$ cat src/rtl/riscv_ctrl_pkg.sv
`default_nettype none
// ============================================================================
// Module      : riscv_ctrl_pkg
// Description : Shared encodings for the RV32I multi-cycle control unit:
//               FSM state encoding, opcode constants and the select/control
//               encodings driven onto the datapath.
// Revision    : 1.0 - initial release
// ============================================================================
package riscv_ctrl_pkg;

    // Controller states, explicitly encoded on 4 bits.
    typedef enum logic [3:0] {
        c_st_fetch    = 4'd0,
        c_st_decode   = 4'd1,
        c_st_memadr   = 4'd2,
        c_st_memread  = 4'd3,
        c_st_memwb    = 4'd4,
        c_st_memwrite = 4'd5,
        c_st_execr    = 4'd6,
        c_st_execi    = 4'd7,
        c_st_aluwb    = 4'd8,
        c_st_branch   = 4'd9,
        c_st_jal      = 4'd10,
        c_st_jalr1    = 4'd11,
        c_st_jalr2    = 4'd12,
        c_st_lui      = 4'd13,
        c_st_halt     = 4'd14
    } state_t;

    // Opcodes (Inst[6:0]).
    localparam logic [6:0] c_op_rtype  = 7'b0110011;
    localparam logic [6:0] c_op_itype  = 7'b0010011;
    localparam logic [6:0] c_op_load   = 7'b0000011;
    localparam logic [6:0] c_op_store  = 7'b0100011;
    localparam logic [6:0] c_op_branch = 7'b1100011;
    localparam logic [6:0] c_op_jal    = 7'b1101111;
    localparam logic [6:0] c_op_jalr   = 7'b1100111;
    localparam logic [6:0] c_op_lui    = 7'b0110111;

    // ALUControl encodings.
    localparam logic [2:0] c_alu_add  = 3'd0;
    localparam logic [2:0] c_alu_sub  = 3'd1;
    localparam logic [2:0] c_alu_and  = 3'd2;
    localparam logic [2:0] c_alu_or   = 3'd3;
    localparam logic [2:0] c_alu_xor  = 3'd4;
    localparam logic [2:0] c_alu_slt  = 3'd5;
    localparam logic [2:0] c_alu_sltu = 3'd6;

    // ImmSrc encodings.
    localparam logic [2:0] c_imm_i = 3'd0;
    localparam logic [2:0] c_imm_s = 3'd1;
    localparam logic [2:0] c_imm_b = 3'd2;
    localparam logic [2:0] c_imm_j = 3'd3;
    localparam logic [2:0] c_imm_u = 3'd4;

    // ResultSrc encodings.
    localparam logic [1:0] c_res_aluout    = 2'd0;
    localparam logic [1:0] c_res_data      = 2'd1;
    localparam logic [1:0] c_res_aluresult = 2'd2;
    localparam logic [1:0] c_res_immext    = 2'd3;

    // ALUSrcA encodings.
    localparam logic [1:0] c_srca_pc    = 2'd0;
    localparam logic [1:0] c_srca_oldpc = 2'd1;
    localparam logic [1:0] c_srca_a     = 2'd2;

    // ALUSrcB encodings.
    localparam logic [1:0] c_srcb_b    = 2'd0;
    localparam logic [1:0] c_srcb_imm  = 2'd1;
    localparam logic [1:0] c_srcb_four = 2'd2;

    // True for every opcode the controller knows how to sequence.
    function automatic logic is_known_op(input logic [6:0] op);
        return (op == c_op_rtype)  || (op == c_op_itype) ||
               (op == c_op_load)   || (op == c_op_store) ||
               (op == c_op_branch) || (op == c_op_jal)   ||
               (op == c_op_jalr)   || (op == c_op_lui);
    endfunction

endpackage
`default_nettype wire

$ cat src/rtl/alu_decoder.sv
`default_nettype none
// ============================================================================
// Module      : alu_decoder
// Description : Maps funct3/funct7 of R-type and I-type ALU instructions onto
//               the ALUControl encoding and flags funct3 values the ALU does
//               not implement (shifts).
// Ports       : i_op            opcode Inst[6:0]
//               i_func3         Inst[14:12]
//               i_func7         Inst[31:25]
//               o_alu_control   ALU operation for EXECR/EXECI
//               o_funct_illegal funct3 not supported by the ALU
// Revision    : 1.0 - initial release
// ============================================================================
module alu_decoder
    import riscv_ctrl_pkg::*;
(
    input  logic [6:0] i_op,
    input  logic [2:0] i_func3,
    input  logic [6:0] i_func7,
    output logic [2:0] o_alu_control,
    output logic       o_funct_illegal
);

    logic w_is_rtype;
    logic w_unused_func7;

    assign w_is_rtype = (i_op == c_op_rtype);

    // Only funct7[5] distinguishes ADD from SUB; the other bits carry no
    // meaning for the supported operations.
    assign w_unused_func7 = ^{i_func7[6], i_func7[4:0]};

    always_comb begin
        o_alu_control   = c_alu_add;
        o_funct_illegal = 1'b0;
        case (i_func3)
            // addi has no SUB form, so funct7[5] only matters for R-type.
            3'b000:  o_alu_control = (w_is_rtype && i_func7[5]) ? c_alu_sub : c_alu_add;
            3'b111:  o_alu_control = c_alu_and;
            3'b110:  o_alu_control = c_alu_or;
            3'b100:  o_alu_control = c_alu_xor;
            3'b010:  o_alu_control = c_alu_slt;
            3'b011:  o_alu_control = c_alu_sltu;
            default: o_funct_illegal = 1'b1;
        endcase
    end

endmodule
`default_nettype wire

$ cat src/rtl/multi_cycle_controller.sv
`default_nettype none
// ============================================================================
// Module      : multi_cycle_controller
// Description : Main control unit of the RV32I multi-cycle core. A Moore FSM
//               sequences FETCH/DECODE/EXECUTE/MEMORY/WRITEBACK and drives all
//               datapath enables and selects; only PcWrite in BRANCH depends
//               combinationally on Zero/sign.
// Ports       : clk        rising-edge clock
//               rst        asynchronous active-low reset
//               op/func3/func7  instruction fields from the IR
//               Zero/sign  ALU result == 0 / ALU result bit 31
//               RegWrite, PcWrite, IrWrite, AdrSrc, MemWrite  enables/selects
//               ResultSrc, ALUSrcA, ALUSrcB, ImmSrc, ALUControl  mux selects
//               illegal    sticky illegal-instruction flag
// Config      : CTRL_ILLEGAL_TRAP_EN - when defined, illegal opcodes/functs
//               park the FSM in HALT with illegal=1 until reset; otherwise
//               they retire as a NOP and illegal is tied 0.
// Revision    : 1.0 - initial release
// ============================================================================
module multi_cycle_controller
    import riscv_ctrl_pkg::*;
(
    input  logic       clk,
    input  logic       rst,
    input  logic [6:0] op,
    input  logic [2:0] func3,
    input  logic [6:0] func7,
    input  logic       Zero,
    input  logic       sign,
    output logic       RegWrite,
    output logic       PcWrite,
    output logic       IrWrite,
    output logic       AdrSrc,
    output logic       MemWrite,
    output logic [1:0] ResultSrc,
    output logic [1:0] ALUSrcA,
    output logic [1:0] ALUSrcB,
    output logic [2:0] ImmSrc,
    output logic [2:0] ALUControl,
    output logic       illegal
);

`ifdef CTRL_ILLEGAL_TRAP_EN
    localparam state_t c_illegal_dest = c_st_halt;
`else
    localparam state_t c_illegal_dest = c_st_fetch;
`endif

    state_t     r_state;
    state_t     w_state_next;

    logic       w_regwrite;
    logic       w_pcwrite;
    logic       w_irwrite;
    logic       w_memwrite;
    logic [2:0] w_funct_alu;
    logic       w_funct_illegal;
    logic       w_branch_taken;
    logic       w_branch_illegal;

    alu_decoder u_alu_decoder (
        .i_op            (op),
        .i_func3         (func3),
        .i_func7         (func7),
        .o_alu_control   (w_funct_alu),
        .o_funct_illegal (w_funct_illegal)
    );

    // Branch condition resolved from the SUB result of A-B in BRANCH.
    always_comb begin
        w_branch_taken   = 1'b0;
        w_branch_illegal = 1'b0;
        case (func3)
            3'b000:  w_branch_taken = Zero;    // beq
            3'b001:  w_branch_taken = ~Zero;   // bne
            3'b100:  w_branch_taken = sign;    // blt
            3'b101:  w_branch_taken = ~sign;   // bge
            default: w_branch_illegal = 1'b1;
        endcase
    end

    always_ff @(posedge clk or negedge rst) begin
        if (!rst) begin
            r_state <= c_st_fetch;
        end else begin
            r_state <= w_state_next;
        end
    end

    always_comb begin
        w_state_next = r_state;
        w_regwrite   = 1'b0;
        w_pcwrite    = 1'b0;
        w_irwrite    = 1'b0;
        w_memwrite   = 1'b0;
        AdrSrc       = 1'b0;
        ResultSrc    = c_res_aluout;
        ALUSrcA      = c_srca_pc;
        ALUSrcB      = c_srcb_b;
        ImmSrc       = c_imm_i;
        ALUControl   = c_alu_add;

        case (r_state)
            c_st_fetch: begin
                w_irwrite    = 1'b1;
                ALUSrcB      = c_srcb_four;
                ResultSrc    = c_res_aluresult;
                w_pcwrite    = 1'b1;
                w_state_next = c_st_decode;
            end

            c_st_decode: begin
                // ALUOut captures OldPc+imm for a possible branch/jal target.
                ALUSrcA = c_srca_oldpc;
                ALUSrcB = c_srcb_imm;
                ImmSrc  = (op == c_op_jal) ? c_imm_j : c_imm_b;
                if (!is_known_op(op)) begin
                    w_state_next = c_illegal_dest;
                end else begin
                    case (op)
                        c_op_load,
                        c_op_store:  w_state_next = c_st_memadr;
                        c_op_rtype:  w_state_next = w_funct_illegal ? c_illegal_dest : c_st_execr;
                        c_op_itype:  w_state_next = w_funct_illegal ? c_illegal_dest : c_st_execi;
                        c_op_branch: w_state_next = c_st_branch;
                        c_op_jal:    w_state_next = c_st_jal;
                        c_op_jalr:   w_state_next = c_st_jalr1;
                        default:     w_state_next = c_st_lui;
                    endcase
                end
            end

            c_st_memadr: begin
                ALUSrcA = c_srca_a;
                ALUSrcB = c_srcb_imm;
                if (op == c_op_store) begin
                    ImmSrc       = c_imm_s;
                    w_state_next = c_st_memwrite;
                end else begin
                    ImmSrc       = c_imm_i;
                    w_state_next = c_st_memread;
                end
            end

            c_st_memread: begin
                AdrSrc       = 1'b1;
                ResultSrc    = c_res_aluout;
                w_state_next = c_st_memwb;
            end

            c_st_memwb: begin
                ResultSrc    = c_res_data;
                w_regwrite   = 1'b1;
                w_state_next = c_st_fetch;
            end

            c_st_memwrite: begin
                AdrSrc       = 1'b1;
                ResultSrc    = c_res_aluout;
                w_memwrite   = 1'b1;
                w_state_next = c_st_fetch;
            end

            c_st_execr: begin
                ALUSrcA      = c_srca_a;
                ALUSrcB      = c_srcb_b;
                ALUControl   = w_funct_alu;
                w_state_next = c_st_aluwb;
            end

            c_st_execi: begin
                ALUSrcA      = c_srca_a;
                ALUSrcB      = c_srcb_imm;
                ImmSrc       = c_imm_i;
                ALUControl   = w_funct_alu;
                w_state_next = c_st_aluwb;
            end

            c_st_aluwb: begin
                ResultSrc    = c_res_aluout;
                w_regwrite   = 1'b1;
                w_state_next = c_st_fetch;
            end

            c_st_branch: begin
                // ALUOut still holds the target from DECODE, so ResultSrc
                // selects it while the ALU compares A and B.
                ALUSrcA      = c_srca_a;
                ALUSrcB      = c_srcb_b;
                ALUControl   = c_alu_sub;
                ResultSrc    = c_res_aluout;
                w_pcwrite    = w_branch_taken & ~w_branch_illegal;
                w_state_next = w_branch_illegal ? c_illegal_dest : c_st_fetch;
            end

            // JAL and JALR2 both load PC from ALUOut while computing the link
            // value OldPc+4, which ALUWB then writes to rd.
            c_st_jal,
            c_st_jalr2: begin
                ALUSrcA      = c_srca_oldpc;
                ALUSrcB      = c_srcb_four;
                ALUControl   = c_alu_add;
                ResultSrc    = c_res_aluout;
                w_pcwrite    = 1'b1;
                w_state_next = c_st_aluwb;
            end

            c_st_jalr1: begin
                ALUSrcA      = c_srca_a;
                ALUSrcB      = c_srcb_imm;
                ImmSrc       = c_imm_i;
                w_state_next = c_st_jalr2;
            end

            c_st_lui: begin
                ImmSrc       = c_imm_u;
                ResultSrc    = c_res_immext;
                w_regwrite   = 1'b1;
                w_state_next = c_st_fetch;
            end

            c_st_halt: begin
                w_state_next = c_st_halt;
            end

            default: begin
                w_state_next = c_st_fetch;
            end
        endcase
    end

    // Write enables are gated by reset so that asserting it mid-instruction
    // suppresses any write in the same cycle, not just from the next edge.
    assign RegWrite = w_regwrite & rst;
    assign PcWrite  = w_pcwrite  & rst;
    assign IrWrite  = w_irwrite  & rst;
    assign MemWrite = w_memwrite & rst;

`ifdef CTRL_ILLEGAL_TRAP_EN
    // HALT is only left through reset, which makes the flag sticky.
    assign illegal = (r_state == c_st_halt);
`else
    assign illegal = 1'b0;
`endif

endmodule
`default_nettype wire

$ cat config.mk
export PLATFORM = sky130hd
export DESIGN_NAME = multi_cycle_controller
export DESIGN_NICKNAME = d
export VERILOG_FILES = /design/src/rtl/riscv_ctrl_pkg.sv /design/src/rtl/alu_decoder.sv /design/src/rtl/multi_cycle_controller.sv
export SDC_FILE = /design/constraint.sdc
export NUM_CORES = 1
export LEC_CHECK = 0
export ABC_AREA = 1
export CAP_MARGIN = 40
export CORE_ASPECT_RATIO = 1.2
export CORE_MARGIN = 3
export CORE_UTILIZATION = 40
export CTS_CLUSTER_SIZE = 28
export DETAILED_ROUTE_END_ITERATION = 10
export PLACE_DENSITY_LB_ADDON = 0.12
export SKIP_LAST_GASP = 1
export SLEW_MARGIN = 20
export SYNTH_ARGS = -nofsm -noshare
export SYNTH_HDL_FRONTEND = slang
export SYNTH_SLANG_ARGS = --single-unit
$ cat constraint.sdc
create_clock -name clk -period 2.05 [get_ports clk]
set_input_delay 0.615 -clock clk [delete_from_list [all_inputs] [get_ports clk]]
set_output_delay 0.615 -clock clk [all_outputs]
set_load 0.02 [all_outputs]
==> impl_metrics.ini, run 1 <==
[global_routing]
antenna_found_initial = 0
grt_max_degree = 7

[die]
die_w_um = 43.3
start_util_pct = 44.6
num_io_pins = 39
die_h_um = 50.8
rows = 15

[placement]
dp_hpwl_um = 1910
placed_area_mm2 = 0.00124
port_buffers = 31
dp_cells = 212
gp_congestion = 0.845

[synthesis]
synth_cell_types = 18
synth_area_um2 = 669
synthCells = 132
ys_ff_latch = 4
synth_seq_area_share_pct = 15.0
synthesis.nets = 153
yosysWarnings = 0
postSynthAreaPerCell_um2 = 5.07

[clock_tree]
cts_buffers = 3
root_buffer = clkbuf_4
h-tree-depth = 1
cts_buffer_depth = 2
clock_sinks = 4

[sta]
grt-worst-endpoint = ALUSrcA[0]
worstEpCategory = primary output

[outcome]
first-error = [ERROR DPL-0033] detailed placement checks failed during check placement.
status = did not finish
haltStage = global routing
-- per-stage QoR --
| stage | hold WS (ns) | worst slack, ns |
|---|---|---|
| 3_5_place_dp | 0.710 | -0.913 |
| 2_1_floorplan | 0.319 | 0.0412 |
| 3_3_place_gp | 0.696 | -0.829 |
| 4_1_cts | 0.428 | -0.179 |
-- cells by family after synthesis --
family,after synthesis,share of synthesized area [%]
buffers and inverters,26,15.1
AO/OA/AOI/OAI,8,6.73
other,1,0.560
AND/OR/NAND/NOR,93,62.6
flip-flops,4,15.0
-- synthesized netlist by cell type, drive strengths merged --
master	n	area, um2
nand4	4	25.0
nor3	3	15.0
nand3	15	80.1
nand2	45	184
o21ai	3	15.0
o21a	1	7.51
a21oi	3	15.0
inv	25	93.8
nor2	26	115
dfrtp	4	100
buf	1	7.51
conb	1	3.75
o211ai	1	7.51
-- repair_timing --
item | in CTS
pin swaps | 14
cloned | 0
hold buffers | 0
setup endpoints to repair | 17
setup buffers | 13
resized for setup | 107
==> run 2: changes to the inputs <==
- CORE_AREA: default -> 3 3 64 66
- CORE_ASPECT_RATIO: 1.2 -> default
- CORE_MARGIN: 3 -> default
- CORE_UTILIZATION: 40 -> default
- CTS_CLUSTER_SIZE: 28 -> default
- DIE_AREA: default -> 0 0 67 69
- PLACE_DENSITY_LB_ADDON: 0.12 -> 0.15
==> run 2 against run 1 <==
Compared with the run above: the flow now finishes, with violations (setup timing); synthesized cell count stayed put; area after synthesis stayed put.
==> impl_metrics.ini, run 2 <==
[routing]
viasPerCell = 4.11
drc_errors = 0
drt_iter0_markers = 24
drt-pass1-iter-count = 4
wl_per_cell_um = 10.2
finalWirelength_um = 2740
drtAntennaViolNets = 0
dr_total_vias = 1110

[synthesis]
synth_cell_types = 18
ys.flop_type = dfrtp_1
synthXorXnorAreaFrac_pct = 0
synth_edf_count = 0
yosys.area.top_type_share_pct = 21.9
synth-compound-area-share_pct = 6.73
yosysWarnings = 0
synth_area_leader_cell = nand2_1
synth.most_common_cell = nand2_1
yosys.area_share.simple_pct = 62.6
synth_area_leaders = nand2_1 (22%), dfrtp_1 (15%), inv_1 (13%), nor2_1 (13%), nand3_1 (10%)
ys_top_cells_by_count = nand2_1 (39), inv_1 (24), nor2_1 (23)
ys_ff_latch = 4
synthCells = 132
ys_async_sr_fraction_pct = 100
synthesis.nets = 153
postSynthAreaPerCell_um2 = 5.07
synth_top_family_by_area = simple AND/OR/NAND/NOR gates
synth_seq_area_share_pct = 15.0
synth_area_um2 = 669
synthAdderAreaFrac_pct = 0
synthMuxAreaShare_pct = 0

[die]
num_io_pins = 39
dieArea_mm2 = 0.00462
die_h_um = 69
start_util_pct = 18.4
die_w_um = 67
core_region_area_mm2 = 0.00363
rows = 22

[clock_tree]
clkTransAtPathRegs_ns = 0.03
cts_buffer_depth = 2
root_buffer = clkbuf_8
clk_latency_ns = 0.22
hold_buffers = 0
cts_buffers = 3
cts_tree = built
h-tree-depth = 1
clock_sinks = 4

[sta]
whs_ns = 0.460
slew_viol_final = 0
period_needed_ns = 2.06
tns_ns = -0.0115
hold_viol = 0
rsz0062_at_grt = yes
setup_viol = 1
finalCritPeriodShare_pct = 101
fin_ws_ns = -0.0115
max_freq_mhz = 485
worst_clock_skew_ns = 0.000411

[cells_and_area]
utilization_pct = 41.8
final_common_cell = buf_4
most-common-layout-cells = buf_4 (59), nand2_1 (33), inv_1 (18)
reg_top3 = r_state (4)
largest_register_ffs = 4
fin_nets = 245
area_growth_pct = 127
regMostFlops = r_state
diodes = 0
drive_gt1_share_pct = 54.1
fillerInstances = 410

[run]
cap_violations = 0

[placement]
dp_hpwl_um = 2070
gp_congestion = 0.774
port_buffers = 31

[worst_setup_path]
cp.arrival_ns = 1.45
path_max_fanout = 6
max_stage_delay_ns = 0.16
end_kind = primary output
critPathKind = input pin to primary output
startpoint_type = input pin
worstPathCellList = buf_2 -> nor3_2 -> nand2_1 -> nand3_1 -> nand2_1 -> a21oi_2 -> buf_4
crit_required_ns = 1.43
crit_slowest_cell = buf_2
path_common_cell = nand2_1

[outcome]
violations = setup timing
status = finished with violations

[global_routing]
grt_pass1_wl_um = 4370
grtUsageTotal_pct = 11.6
gr-total-overflow = 0
grt_pass1_vias = 1108
grt_max_degree = 7
antenna_found_initial = 0

[power_and_ir_drop]
vdd_drop_max_v = 0.000183
power-per-cell-area_mw_per_mm2 = 621
p_leak_uw = 0.000878

[worst_hold_path]
hp-class = input pin to asynchronous set/reset pin
## run 2: repair_timing
item	in CTS	in global routing
buffers inserted	18	3
resized for setup	109	44
pin swaps	13	15
setup endpoints to repair	17	17
## run 2: cells by family (layout without fill, tap and decap cells)
| logic type | after synthesis | after routing |
|---|---|---|
| other | 1 | 1 |
| AO/OA/AOI/OAI | 8 | 8 |
| AND/OR/NAND/NOR | 93 | 93 |
| flip-flops | 4 | 4 |
| buffers and inverters | 26 | 116 |
## run 2: per-layer routing
layer  GRT usage (%)  part of all wire (%)
met3            1.30                   5.0
met5               0                     0
met1            12.9                    38
met2            21.4                    55
met4            4.50                   1.2
## run 2: path summary, 6_finish.rpt
path | start | end | slack (ns) | cells past startpoint
setup / recovery | func3[1] | PcWrite | -0.01 | 7
hold / removal | rst | r_state[0] | 0.46 | 2
setup reg to reg | r_state[0] | r_state[2] | 0.69 | 9
hold reg to reg | r_state[0] | r_state[0] | 0.76 | 4
max in group asynchronous | rst | r_state[1] | 1.48 | 2
min in group clk | r_state[0] | r_state[0] | 0.76 | 4
## run 2: where the power goes
group	switching (uW)	total (uW)	internal (uW)
sequential	19.5	115	96.0
clock	40.7	166	125
combinational	379	661	282
total	439	942	503
## run 2: layout make-up
cell class	count	area [um2]	share of cell area, %
Timing Repair Buffer	88	663	43.7
Clock buffer	3	41.3	2.72
Inverter	25	104	6.84
Sequential cell	4	101	6.68
Multi-Input combinational cell	102	548	36.1
Tap cell	48	60.1	3.96
## run 2: metrics by stage
step | cell area [um2] | worst slack (ns) | std cells | power, uW
after global routing | 1520 | -0.0931 | 270 | 1020
after CTS | 1460 | -0.178 | 267 | 918
final | 1520 | -0.0115 | 270 | 942
after floorplan | 669 | 0.0412 | 132 | 425
after global placement | 1300 | -0.844 | 246 | 771
after detailed placement | 1300 | -0.919 | 246 | 771
## run 2: critical path: cells and delay by family
family | cells | cell delay (ns)
and+or+nand+nor | 4 | 0.39
buffers and inverters | 2 | 0.31
AOI/OAI and AO/OA | 1 | 0.13
Power figures use the tool's default switching activity.
